File: config.mk
export PLATFORM = sky130hd
export DESIGN_NAME = gbc_capture_sync
export DESIGN_NICKNAME = d
export VERILOG_FILES = /design/src/rtl/gbc_capture_sync.sv
export SDC_FILE = /design/constraint.sdc
export NUM_CORES = 1
export LEC_CHECK = 0
export CAP_MARGIN = 20
export CORE_ASPECT_RATIO = 0.7
export CORE_MARGIN = 2
export CORE_UTILIZATION = 33
export CTS_CLUSTER_DIAMETER = 200
export DETAILED_ROUTE_END_ITERATION = 8
export RECOVER_POWER = 100
export SLEW_MARGIN = 20
export SYNTH_ARGS = -nofsm -noshare
export SYNTH_HDL_FRONTEND = slang
export SYNTH_SLANG_ARGS = --single-unit
File: constraint.sdc
create_clock -name i_clkPixel -period 8.4 [get_ports i_clkPixel]
set_input_delay 1.26 -clock i_clkPixel [delete_from_list [all_inputs] [get_ports i_clkPixel]]
set_output_delay 1.26 -clock i_clkPixel [all_outputs]
set_load 0.02 [all_outputs]
File: src/rtl/gbc_capture_sync.sv
// gbc_capture_sync
//
// Captures the raw Game Boy Color LCD bus in the pixel clock domain. The
// controls and the pixel shade are resynchronised, and edges are detected
// on the synchronised copies. Accepted pixels become single-cycle VRAM
// write strobes. Each strobe carries a linear 160x144 address and an
// RGB332 colour.
//
// Ports
//   i_clkPixel         pixel clock; every flop runs on its rising edge
//   i_reset            asynchronous active-high reset
//   i_gbcDCLK          raw dot clock; pixel is valid on its falling edge
//   i_gbcCLS           raw line pulse; a rising edge starts a line
//   i_gbcSPS           raw frame pulse; a rising edge starts a frame
//   i_gbcPixelData     raw 3-bit pixel shade
//   o_vramWriteAddr    linear write address, y*H_PIXELS + x
//   o_vramWriteData    RGB332 colour
//   o_vramWriteEnable  one-cycle strobe per accepted pixel
//   o_frameStart       one-cycle pulse per accepted frame start
//   o_locked           high while the capture is tracking a frame
//   o_lineError        (GBC_LINE_CHECK_EN only) sticky flag. It is set when
//                      a completed line did not carry exactly H_PIXELS dots.
//
// Optional feature macro: GBC_LINE_CHECK_EN
//
// Latency: a raw DCLK fall produces a strobe SYNC_STAGES+2 clocks later.
// The breakdown is SYNC_STAGES synchroniser flops, one registered-event
// stage and the output register. SYNC_STAGES must be at least 2.

module gbc_capture_sync #(
  parameter int H_PIXELS    = 160,
  parameter int V_PIXELS    = 144,
  parameter int ADDR_WIDTH  = 15,
  parameter int SYNC_STAGES = 2
) (
  input  logic                  i_clkPixel,
  input  logic                  i_reset,
  input  logic                  i_gbcDCLK,
  input  logic                  i_gbcCLS,
  input  logic                  i_gbcSPS,
  input  logic [2:0]            i_gbcPixelData,
  output logic [ADDR_WIDTH-1:0] o_vramWriteAddr,
  output logic [7:0]            o_vramWriteData,
  output logic                  o_vramWriteEnable,
  output logic                  o_frameStart,
  output logic                  o_locked
`ifdef GBC_LINE_CHECK_EN
  ,
  output logic                  o_lineError
`endif
);

  // x must be able to hold H_PIXELS, because it parks there once a line is full.
  // y must be able to hold V_PIXELS, because it saturates there after the last line.
  localparam int X_W = $clog2(H_PIXELS + 1);
  localparam int Y_W = $clog2(V_PIXELS + 1);

  typedef enum logic {
    S_WAIT_FRAME,
    S_FRAME
  } state_t;

  function automatic logic [7:0] rgb332(input logic [2:0] d);
    return {d, d, d[2:1]};
  endfunction

  logic [SYNC_STAGES-1:0] dclk_sync;
  logic [SYNC_STAGES-1:0] cls_sync;
  logic [SYNC_STAGES-1:0] sps_sync;
  logic [2:0]             data_sync [SYNC_STAGES];
  logic                   dclk_hist;
  logic                   cls_hist;
  logic                   sps_hist;

  logic                   dclk_fall;
  logic                   cls_rise;
  logic                   sps_rise;

  logic                   dclk_fall_p0;
  logic                   cls_rise_p0;
  logic                   sps_rise_p0;
  logic [2:0]             data_p0;

  state_t                 state_q;
  state_t                 state_d;
  logic [X_W-1:0]         x_q;
  logic [X_W-1:0]         x_d;
  logic [Y_W-1:0]         y_q;
  logic [Y_W-1:0]         y_d;
  logic [ADDR_WIDTH-1:0]  row_base_q;
  logic [ADDR_WIDTH-1:0]  row_base_d;
  logic                   first_line_q;
  logic                   first_line_d;
  logic                   we_d;
  logic                   fs_d;
  logic [ADDR_WIDTH-1:0]  addr_d;
  logic [7:0]             data_d;
  logic [X_W-1:0]         x_eff;
  logic [Y_W-1:0]         y_eff;
  logic [ADDR_WIDTH-1:0]  base_eff;

  // ---- synchroniser stages: raw pins -> sync chains + edge history ----
  always_ff @(posedge i_clkPixel or posedge i_reset) begin
    if (i_reset) begin
      dclk_sync <= '0;
      cls_sync  <= '0;
      sps_sync  <= '0;
      for (int i = 0; i < SYNC_STAGES; i++) data_sync[i] <= '0;
      dclk_hist <= 1'b0;
      cls_hist  <= 1'b0;
      sps_hist  <= 1'b0;
    end else begin
      dclk_sync    <= {dclk_sync[SYNC_STAGES-2:0], i_gbcDCLK};
      cls_sync     <= {cls_sync[SYNC_STAGES-2:0],  i_gbcCLS};
      sps_sync     <= {sps_sync[SYNC_STAGES-2:0],  i_gbcSPS};
      data_sync[0] <= i_gbcPixelData;
      for (int i = 1; i < SYNC_STAGES; i++) data_sync[i] <= data_sync[i-1];
      dclk_hist    <= dclk_sync[SYNC_STAGES-1];
      cls_hist     <= cls_sync[SYNC_STAGES-1];
      sps_hist     <= sps_sync[SYNC_STAGES-1];
    end
  end

  assign dclk_fall = dclk_hist & ~dclk_sync[SYNC_STAGES-1];
  assign cls_rise  = ~cls_hist & cls_sync[SYNC_STAGES-1];
  assign sps_rise  = ~sps_hist & sps_sync[SYNC_STAGES-1];

  // ---- p0: registered events, data taken alongside the DCLK fall ----
  always_ff @(posedge i_clkPixel or posedge i_reset) begin
    if (i_reset) begin
      dclk_fall_p0 <= 1'b0;
      cls_rise_p0  <= 1'b0;
      sps_rise_p0  <= 1'b0;
      data_p0      <= '0;
    end else begin
      dclk_fall_p0 <= dclk_fall;
      cls_rise_p0  <= cls_rise;
      sps_rise_p0  <= sps_rise;
      data_p0      <= data_sync[SYNC_STAGES-1];
    end
  end

  // ---- p1: frame/line tracking and write strobe generation ----
  always_ff @(posedge i_clkPixel or posedge i_reset) begin
    if (i_reset) begin
      state_q           <= S_WAIT_FRAME;
      x_q               <= '0;
      y_q               <= '0;
      row_base_q        <= '0;
      first_line_q      <= 1'b0;
      o_vramWriteEnable <= 1'b0;
      o_frameStart      <= 1'b0;
      o_vramWriteAddr   <= '0;
      o_vramWriteData   <= '0;
    end else begin
      state_q           <= state_d;
      x_q               <= x_d;
      y_q               <= y_d;
      row_base_q        <= row_base_d;
      first_line_q      <= first_line_d;
      o_vramWriteEnable <= we_d;
      o_frameStart      <= fs_d;
      o_vramWriteAddr   <= addr_d;
      o_vramWriteData   <= data_d;
    end
  end

  always_comb begin
    state_d      = state_q;
    x_d          = x_q;
    y_d          = y_q;
    row_base_d   = row_base_q;
    first_line_d = first_line_q;
    we_d         = 1'b0;
    fs_d         = 1'b0;
    addr_d       = o_vramWriteAddr;
    data_d       = o_vramWriteData;
    x_eff        = x_q;
    y_eff        = y_q;
    base_eff     = row_base_q;

    case (state_q)
      S_WAIT_FRAME: begin
        if (sps_rise_p0) begin
          state_d      = S_FRAME;
          x_d          = '0;
          y_d          = '0;
          row_base_d   = '0;
          first_line_d = 1'b1;
          fs_d         = 1'b1;
        end
      end
      S_FRAME: begin
        if (sps_rise_p0) begin
          x_d          = '0;
          y_d          = '0;
          row_base_d   = '0;
          first_line_d = 1'b1;
          fs_d         = 1'b1;
        end else begin
          // A line start is applied before a pixel arriving in the same
          // cycle, so that pixel lands at x=0 of the new line.
          if (cls_rise_p0) begin
            x_eff        = '0;
            first_line_d = 1'b0;
            if (!first_line_q && (y_q < Y_W'(V_PIXELS))) begin
              y_eff    = y_q + Y_W'(1);
              base_eff = row_base_q + ADDR_WIDTH'(H_PIXELS);
            end
          end
          if (dclk_fall_p0 && (x_eff < X_W'(H_PIXELS)) && (y_eff < Y_W'(V_PIXELS))) begin
            we_d   = 1'b1;
            addr_d = base_eff + ADDR_WIDTH'(x_eff);
            data_d = rgb332(data_p0);
            x_eff  = x_eff + X_W'(1);
          end
          x_d        = x_eff;
          y_d        = y_eff;
          row_base_d = base_eff;
        end
      end
      default: state_d = S_WAIT_FRAME;
    endcase
  end

  assign o_locked = (state_q == S_FRAME);

`ifdef GBC_LINE_CHECK_EN
  // Counts every DCLK fall (accepted or dropped) since the last line start.
  logic [7:0] line_cnt_q;
  logic [7:0] line_cnt_d;
  logic       line_err_d;

  always_comb begin
    line_cnt_d = line_cnt_q;
    line_err_d = o_lineError;
    if (sps_rise_p0) begin
      line_cnt_d = '0;
    end else if (state_q == S_FRAME) begin
      if (cls_rise_p0) begin
        if (!first_line_q && (line_cnt_q != 8'(H_PIXELS))) line_err_d = 1'b1;
        line_cnt_d = '0;
      end
      if (dclk_fall_p0 && (line_cnt_d != 8'hFF)) line_cnt_d = line_cnt_d + 8'd1;
    end
  end

  always_ff @(posedge i_clkPixel or posedge i_reset) begin
    if (i_reset) begin
      line_cnt_q  <= '0;
      o_lineError <= 1'b0;
    end else begin
      line_cnt_q  <= line_cnt_d;
      o_lineError <= line_err_d;
    end
  end
`endif

endmodule

Word-level counts from Yosys, hierarchy flattened:

Index checks and enable logic that the tools add are counted.

* bits in registers: 79
* input port bits: 8
* output and inout port bits: 26
* word-level logic and storage cells: 73

* add/sub/neg operators: 4
* $lt $le $gt $ge: 3
* eq/ne operators: 2
* multiplexer cells: 29
* bitwise operators: 8
* reductions and logical operators: 6

Operators with widths (count)
* 2-to-1 mux 15 bit: 6
* 2-to-1 mux 8 bit: 11
* one-hot mux 8 bit (2 select lines): 2
* one-hot mux 15 bit (2 select lines): 1
* < comparator 8 bit (second input constant): 3
* adder 8 x 1 -> 8 bit (second input constant): 2
* adder 15 x 8 -> 15 bit: 1
* adder 15 x 8 -> 15 bit (second input constant): 1
* 2-to-1 mux 1 bit: 8
* NOT 1 bit: 5
* bitwise AND 1 bit: 3
* logical AND 1 bit: 3
* inequality test 3 bit (second input constant): 1
* AND reduction 3 bit: 1
* inequality test 2 bit (second input constant): 1
* one-hot mux 1 bit (2 select lines): 1
* AND reduction 2 bit: 1
* logical NOT 1 bit: 1

Longest topological paths before layout:

Gate-level depths: netlist of run 1.

* depth in word-level cells: 11
* mapped depth: 12
* mapped depth without buffers: 11

Worst setup path after synthesis of run 1:

No wires, ideal clock.

* path type: flip-flop to flip-flop
* start: register y_q[5]
* end: register o_vramWriteAddr[14]
* library setup time: 0.069 ns
* arrival time: 2.904 ns
* data required time: 8.331 ns
* path slack: 5.427 ns
* stages on the path, launching flop included: 13
* buffers on the path: 1
* clock period less this slack: 2.973 ns
* cell sequence: dfrtp_1 > clkbuf_1 > o31ai_1 > nand2_1 > nand2_1 > nand2_1 > ha_1 > a21o_1 > a21o_1 > nor2_1 > or3_1 > or4b_1 > nand3_1

* cells in the longest elaborated chain, start to end: 9
* elaborated cells between the ends (all ways): 15
* those cells by class: 2 x add/sub; 2 x order compare; 8 x mux; 3 x reduce/logical

Ends and longest elaborated chain
* start, declared: line 88 `logic [Y_W-1:0] y_q;`
* start signal, assigned: line 158 `y_q <= y_d;`
* < comparator 8 bit: line 206 `if (!first_line_q && (y_q < Y_W'(V_PIXELS))) begin`
* logical AND 1 bit: line 206
* 2-to-1 mux 8 bit: line 206
* 2-to-1 mux 8 bit: line 203 `if (cls_rise_p0) begin`
* 2-to-1 mux 8 bit: line 194 `if (sps_rise_p0) begin`
* 2-to-1 mux 8 bit: line 182 `case (state_q)`
* < comparator 8 bit: line 211 `if (dclk_fall_p0 && (x_eff < X_W'(H_PIXELS)) && (y_eff < Y_W'(V_PIXELS))) begin`
* logical AND 1 bit: line 211
* AND reduction 3 bit (no line)
* end signal, assigned: line 163 `o_vramWriteAddr <= addr_d;`
* end, declared: line 42 `output logic [ADDR_WIDTH-1:0] o_vramWriteAddr,`

Parallel ways exist; a longest one is shown, timed or not. The select of a mux whose other input is x is not followed.
A chain may end at the register's enable or synchronous reset.

==> results of run 1 <==
[power groups by stage]
| stage | Clock [mW] | Sequential [mW] | Combinational [mW] |
|---|---|---|---|
| final | 0.408 | 0.379 | 0.117 |
| after global routing | 0.433 | 0.383 | 0.128 |
| after CTS | 0.416 | 0.380 | 0.128 |
| after detailed placement | 0 | 0.386 | 0.127 |
| after global placement | 0 | 0.384 | 0.125 |
| after floorplan | 0 | 0.394 | 0.0686 |
[registers in the layout, indices dropped and copies added, names as in the netlist]
signal and count:
data_p0 3, dclk_sync 2, cls_hist 1, o_frameStart 1, dclk_fall_p0 1, x_q 8, cls_rise_p0 1, o_vramWriteAddr 15
y_q 8, cls_sync 2, first_line_q 1, dclk_hist 1, data_sync 6, o_locked 1, sps_rise_p0 1, sps_hist 1
sps_sync 2, o_vramWriteData 3, row_base_q 10, o_vramWriteEnable 1
[synth_stat cells, types with 3 or more instances]
| cell | count | area [um^2] |
|---|---|---|
| ha_1 | 7 | 87.6 |
| a31oi_1 | 6 | 37.5 |
| xnor2_1 | 20 | 175 |
| inv_1 | 9 | 33.8 |
| nand4_1 | 8 | 50.1 |
| or4b_1 | 3 | 30.0 |
| dfrtp_1 | 69 | 1730 |
| nand3_1 | 12 | 60.1 |
| clkbuf_1 | 7 | 26.3 |
| nand2b_1 | 4 | 25.0 |
| nor3_1 | 9 | 45.0 |
| a21o_1 | 3 | 22.5 |
| nor2b_1 | 8 | 50.1 |
| mux2_2 | 7 | 78.8 |
| a21oi_1 | 13 | 65.1 |
| mux2_1 | 3 | 33.8 |
| buf_6 | 3 | 33.8 |
| buf_4 | 7 | 52.6 |
| nand2_1 | 29 | 109 |
| mux2i_1 | 4 | 40.0 |
| nor2_1 | 38 | 143 |
| o21ai_0 | 6 | 30.0 |
| o211ai_1 | 4 | 30.0 |
| nand3b_1 | 3 | 22.5 |
| xor2_1 | 10 | 87.6 |
[worst max-delay path by stage]
| stage | start | cells past startpoint | to | slack [ns] |
|---|---|---|---|---|
| final | i_reset | 3 | o_vramWriteAddr[2] | 3.64 |
| after detailed placement | y_q[4] | 11 | o_vramWriteAddr[14] | 5.07 |
| after global routing | i_reset | 3 | row_base_q[9] | 2.67 |
| after global placement | y_q[4] | 11 | o_vramWriteAddr[14] | 5.22 |
| after CTS | y_q[4] | 11 | o_vramWriteAddr[14] | 5.03 |
| after floorplan | i_reset | 1 | cls_hist | 5.40 |
[layout by cell type (no fill, tap or decap), types with 2 or more instances in the layout]
| master | instances |
|---|---|
| nor3_1 | 10 |
| xor2_1 | 10 |
| mux2_2 | 7 |
| dfrtp_1 | 69 |
| nand4_1 | 8 |
| a2bb2oi_1 | 2 |
| or4b_1 | 3 |
| nand3_1 | 12 |
| nand2b_1 | 5 |
| xnor2_1 | 20 |
| or3_1 | 2 |
| mux2_1 | 3 |
| ha_1 | 7 |
| o211ai_1 | 4 |
| a31oi_1 | 6 |
| a311o_1 | 2 |
| nand3b_1 | 3 |
| and2_1 | 2 |
| o21ai_0 | 6 |
| o31ai_1 | 2 |
| dlygate4sd3_1 | 33 |
| a21o_1 | 3 |
| nand2_1 | 29 |
| a2111oi_0 | 2 |
| mux2i_1 | 4 |
| clkbuf_16 | 9 |
| and3_1 | 2 |
| nor2b_1 | 8 |
| a21oi_1 | 13 |
| clkinv_4 | 2 |
| inv_1 | 8 |
| clkbuf_1 | 2 |
| bufinv_16 | 2 |
| nor2_1 | 38 |
[metrics by stage]
stage               power, mW  hold slack (ns)  setup slack [ns]  area (um^2)  instances
finish                  0.903            0.347              3.64         4100        492
detailed placement      0.513            0.337              5.07         3830        477
CTS                     0.924            0.348              5.03         4150        492
floorplan               0.463            0.331              5.40         3440        329
global route            0.944            0.350              2.67         4100        492
global placement        0.509            0.332              5.22         3830        477
[routing by layer]
metal	track usage	share of wire	up-vias	wire [um]
met2	0.199	0.42	55	2960
met5	0	0	-	0
li1	-	-	1210	-
met4	0.0480	0.0099	0	70
met3	0.0407	0.042	6	301
met1	0.198	0.53	1174	3770
[area by class of cell]
| cell class | instances | area share |
|---|---|---|
| inverter | 9 | 0.00825 |
| timing repair buffer | 35 | 0.0825 |
| sequential | 69 | 0.422 |
| clock inverter | 5 | 0.0208 |
| clock buffer | 10 | 0.0583 |
| tap | 132 | 0.0403 |
| multi-input combinational | 232 | 0.368 |
[logic make-up after synthesis]
| logic type | count (synthesis) |
|---|---|
| AO/OA/AOI/OAI | 52 |
| XOR/XNOR | 30 |
| adder cells (fa/ha/maj) | 8 |
| buffers and inverters | 28 |
| flip-flops | 69 |
| multiplexers | 14 |
| other | 1 |
| AND/OR/NAND/NOR | 127 |
[worst max-delay path, cell delays in order]
cell and delay, ns:
dlygate4sd3_1 0.53, clkinv_1 0.04, clkbuf_1 2.47
==> impl_results.md, run 1 <==
- Final setup skew: 0.00863 ns
- Hold depth: 0
- Vias/cell: 4.97
- Adder-cell area share of the yosys netlist: 0.0284
- HP Class: reg -> reg
- H-tree Lvls: 3
- Post-layout util: 0.400
- All-layer global routing usage: 0.138
- Worst R2R Start: cls_rise_p0
- Final WL: 7100 um
- Area Growth Syn to Fin: 19.1%
- Post-synth EDFFs: 0
- Reg2Reg Depth: 7
- Seq/Total Area, Yosys: 0.502
- DRT iter0 DRCs: 244
- Synth Area in XOR/XNOR: 0.0764
- Gpl congestion: 0.849
- Unrepaired setup endpoints after global routing: false
- Die W: 126 um
- Period Utilization, post-route: 0.566
- Hold_sp: cls_sync[0]
- CP endpoint kind: async pin
- Post-route ant nets: 0
- Die height: 89.4 um
- Pwr dens: 220 nW/um^2
- Largest family of logic cells by synthesized area: simple AND/OR/NAND/NOR gates
- Largest net degree at the start of global routing: 70
- Boundary Pins: 34
- Share of cells above drive strength 1: 0.0722
- Area of the multi-input gates: 1510 um^2
- Wire length of the first global-routing pass: 12,200 um
- Simple-Gate Fraction of Synth Area: 0.191
- FMAX: 210 MHz
- Post-route minimum period: 4.76 ns
- Antenna Cells: 0
- Worst reg2reg setup slack: 4.79 ns
- Post-synth ARST share: 1.00
- Endpoints failing setup: 0
- Lkg Pwr: 1.75 nW
- Seq pwr share: 0.419
- FF/Latch Area: 1730 um^2
- Vias after detailed routing: 2,445
- Hold Buf Count CTS: 0
- CTS Buf Count: 9
- WL/cell: 14.4 um
- Synth Net Count: 344
- Worst Path Required: 8.03 ns
- Flops & latches, synth: 69
- Root buffer cell: clkbuf_16
- Sum of negative setup slack: 0 ns
- Global route overflow: 0
- Core ar.: 10,200 um^2
- Status: complete, but fails checks
- Failing checks: max-capacitance violations, max-slew violations
- Yosys warnings: 0
- Syn_area_per_cell: 10.5 um^2
- Hold endpoint: cls_sync[1]
- Crit path launch type: input pin
- Final HPWL DP: 4730 um
- Psw: 0.228 mW
- Clock network power share: 0.452
- Gate power share: 0.129
- Post-Syn Area: 3440 um^2
- P_int: 0.675 mW
- PortBufs: 33
- Net total in the final layout: 371
- Final hold violation count: 0
- Sw Share: 0.252
- Worst-path fanout max: 69
- Cell Rows: 31
- Syn Inst Count: 329
- Clock-pin slew on the worst setup and hold paths: 0.06 ns
- Critical path class: in -> async
- Fill count: 1,011
- Initial Util: 0.336
- DRC errors left: 0
- Post-CTS resize count: 0
- CTS tree: built
- Peak VDD IR: 87.6 uV
- Clock Latency Late Sink: 0.34 ns
- Initial antenna violation count: 0
- Clock Tree Buf Depth: 2
- Post-CTS Repair Setup Buffers: 0
- Compound-gate portion of the synthesized area: 0.112
- CP arrival: 4.38 ns
- Detailed-router iteration count before antenna repair: 5
- Die footprint: 11,300 um^2
- Number of global-route vias before repair: 2,372
- Slew HR: -1.37
- # clock sinks: 69
- Synth cell types: 56
- Worst R2R End: o_vramWriteAddr[14]
- Max cap viols: 1
- Actual slew at the worst max-slew pin: 3.55 ns
- Final-report max-slew violation count: 70
- Mux cell area share after synthesis: 0.0444
- Synth Flop Type: dfrtp_1
(Power assumes the default switching activity.)
==> run 2, diff against run 1 <==
clock period = 4.35 ns   (was 8.4 ns; I/O delays follow)
==> run 2 against run 1 <==
  * The run now ends clean
  * First-iteration DRC count decreased by 41%
  * Die area unchanged
  * Global-route usage increased by 0.058 points
  * Critical endpoint is now o_vramWriteAddr[10]
  * Largest power group unchanged
==> impl_results.md, run 2 (synthesis results as in run 1) <==
- Vias/cell: 5.03 (was 4.97)
- Post-CTS Repair Setup Buffers: 0 (unchanged)
- FF/Latch Area: 1730 um^2 (unchanged)
- Die height: 89.4 um (unchanged)
- CTS Buf Count: 9 (unchanged)
- Share of cells above drive strength 1: 0.0773 (was 0.0722)
- Area of the multi-input gates: 1530 um^2 (was 1510 um^2)
- Lkg Pwr: 1.77 nW (was 1.75 nW)
- Final WL: 7180 um (was 7100 um)
- WHS: 0.345 ns (was 0.347 ns)
- Seq pwr share: 0.407 (was 0.419)
- Hold Buf Count CTS: 0 (unchanged)
- Gate power share: 0.129 (about the same)
- Most frequent cells in the layout: dfrtp_1 (69), nor2_1 (38), dlygate4sd3_1 (33) (unchanged)
- Cell Rows: 31 (unchanged)
- FMAX: 274 MHz
- Clock network power share: 0.463 (was 0.452)
- Sw Share: 0.245 (was 0.252)
- Endpoints failing setup: 0 (unchanged)
- Finished Layout Cells: 494 (was 492)
- WL/cell: 14.5 um (was 14.4 um)
- Tot Pwr: 1.79 mW (was 0.903 mW)
- Peak VDD IR: 177 uV (was 87.6 uV)
- Unrepaired setup endpoints after global routing: false (unchanged)
- Top reg by flops: o_vramWriteAddr (unchanged)
- Most common cell after layout, fill and taps aside: dfrtp_1 (unchanged)
- Status: complete, no violations (was complete, but fails checks)
- Final hold violation count: 0 (unchanged)
- Crit path cell chain: nand2b_1 > nor3_1 > a2bb2oi_1 > a2111oi_4 > clkbuf_1 > or4b_1 > nand3_1 (was dlygate4sd3_1 > clkinv_1 > clkbuf_1)
- Boundary Pins: 34 (unchanged)
- Post-route minimum period: 3.65 ns
- HP Class: reg -> reg (unchanged)
- Psw: 0.437 mW (was 0.228 mW)
- Period Utilization, post-route: 0.840
- Critical path class: reg -> reg (was in -> async)
- Antenna Cells: 0 (unchanged)
- Core ar.: 10,200 um^2 (unchanged)
- # clock sinks: 69 (unchanged)
- Sum of negative setup slack: 0 ns (unchanged)
- Number of global-route vias before repair: 2,426 (was 2,372)
- Final setup skew: 0.00414 ns (was 0.00863 ns)
- Pwr dens: 432 nW/um^2 (was 220 nW/um^2)
- Post-placement cell count: 478 (was 477)
- DRC errors left: 0 (unchanged)
- Wire length of the first global-routing pass: 12,200 um (about the same)
- Worst Path Required: 4.61 ns (was 8.03 ns)
- Final HPWL DP: 4870 um (was 4730 um)
- Clock-pin slew on the worst setup and hold paths: 0.05 ns (was 0.06 ns)
- P_int: 1.35 mW (was 0.675 mW)
- Initial antenna violation count: 0 (unchanged)
- Slowest CP cell: clkbuf_1 (unchanged)
- Net total in the final layout: 372 (was 371)
- Vias after detailed routing: 2,487 (was 2,445)
- CP endpoint kind: flip-flop (was async pin)
- Biggest regs: o_vramWriteAddr: 15 flops, row_base_q: 10 flops (unchanged)
- Final-report max-slew violation count: 0 (was 70)
- Die footprint: 11,300 um^2 (unchanged)
- Clock Latency Late Sink: 0.33 ns (was 0.34 ns)
- DRT iter0 DRCs: 143 (was 244)
- Largest register FFs: 15 (unchanged)
- Actual slew at the worst max-slew pin: 1.45 ns (was 3.55 ns)
- Largest net degree at the start of global routing: 37 (was 70)
- Post-route ant nets: 0 (unchanged)
- H-tree Lvls: 3 (unchanged)
- CTS tree: built (unchanged)
- Max cap viols: 0 (was 1)
- PortBufs: 33 (unchanged)
- All-layer global routing usage: 0.139 (was 0.138)
- Detailed-router iteration count before antenna repair: 5 (unchanged)
- Worst-path fanout max: 30 (was 69)
- Root buffer cell: clkbuf_16 (unchanged)
- Slew HR: 0.0360 (was -1.37)
- Gpl congestion: 0.887 (was 0.849)
- Global route overflow: 0 (unchanged)
- Crit path launch type: flip-flop (was input pin)
- Fill count: 1,012 (was 1,011)
- Initial Util: 0.336 (unchanged)
- Post-CTS resize count: 0 (unchanged)
- Critical path's largest stage delay: 1.09 ns (was 2.47 ns)
- CP arrival: 3.92 ns (was 4.38 ns)
- Area Growth Syn to Fin: 20.3% (was 19.1%)
- Die W: 126 um (unchanged)
- Clock Tree Buf Depth: 2 (unchanged)
run 2: cell count changes in the layout (fill, tap and decap cells not counted), sizes merged:
cell / before / now
bufinv: 2 / 3
clkbuf: 12 / 13
clkinv: 3 / 2
inv: 8 / 9
run 2: path summary, 6_finish.rpt:
kind	start	depth (start not counted)	end	slack, ns
min	cls_sync[0]	0	cls_sync[1]	0.35
max reg2reg	cls_rise_p0	7	o_vramWriteAddr[10]	0.70
max in group asynchronous	i_reset	3	data_sync[1]	1.69
min reg2reg	cls_sync[0]	0	cls_sync[1]	0.35
min in group asynchronous	i_reset	2	sps_sync[0]	1.12
max	cls_rise_p0	7	o_vramWriteAddr[10]	0.70
run 2: cell type report:
cell class,count,area share
flip-flops and latches,69,0.417
multi-input cells,232,0.369
repair buffers,36,0.0829
clock buffers,10,0.0554
well taps,132,0.0399
clock inverters,6,0.0269
inverters,9,0.00817
run 2: per-stage QoR:
step | setup WS [ns] | instance area, um^2 | util
after global placement | 1.14 | 3830 | 0.375
after CTS | 0.834 | 4180 | 0.408
final | 0.695 | 4140 | 0.404
after floorplan | 1.38 | 3440 | -
after global routing | 0.468 | 4140 | 0.404
after detailed placement | 0.957 | 3830 | 0.375
run 2: critical path, delay by kind of cell, from the launching register on:
kind / cells / cell delay [ns]
buf+inv: 1 / 1.09
flops: 1 / 0.68
simple gates: 4 / 1.21
compound gates: 2 / 0.59
run 2: power by group through the flow:
stage	clock (mW)	combinational [mW]	sequential, mW
after floorplan	0	0.133	0.761
after global routing	0.884	0.252	0.734
after global placement	0	0.246	0.738
final	0.828	0.231	0.727
after detailed placement	0	0.249	0.741
after CTS	0.851	0.251	0.729
run 2: per-layer routing:
metal  GRT usage  wire length (um)
met3      0.0449               521
met1       0.189              3520
met4      0.0500                95
met2       0.210              3040
met5           0                 0
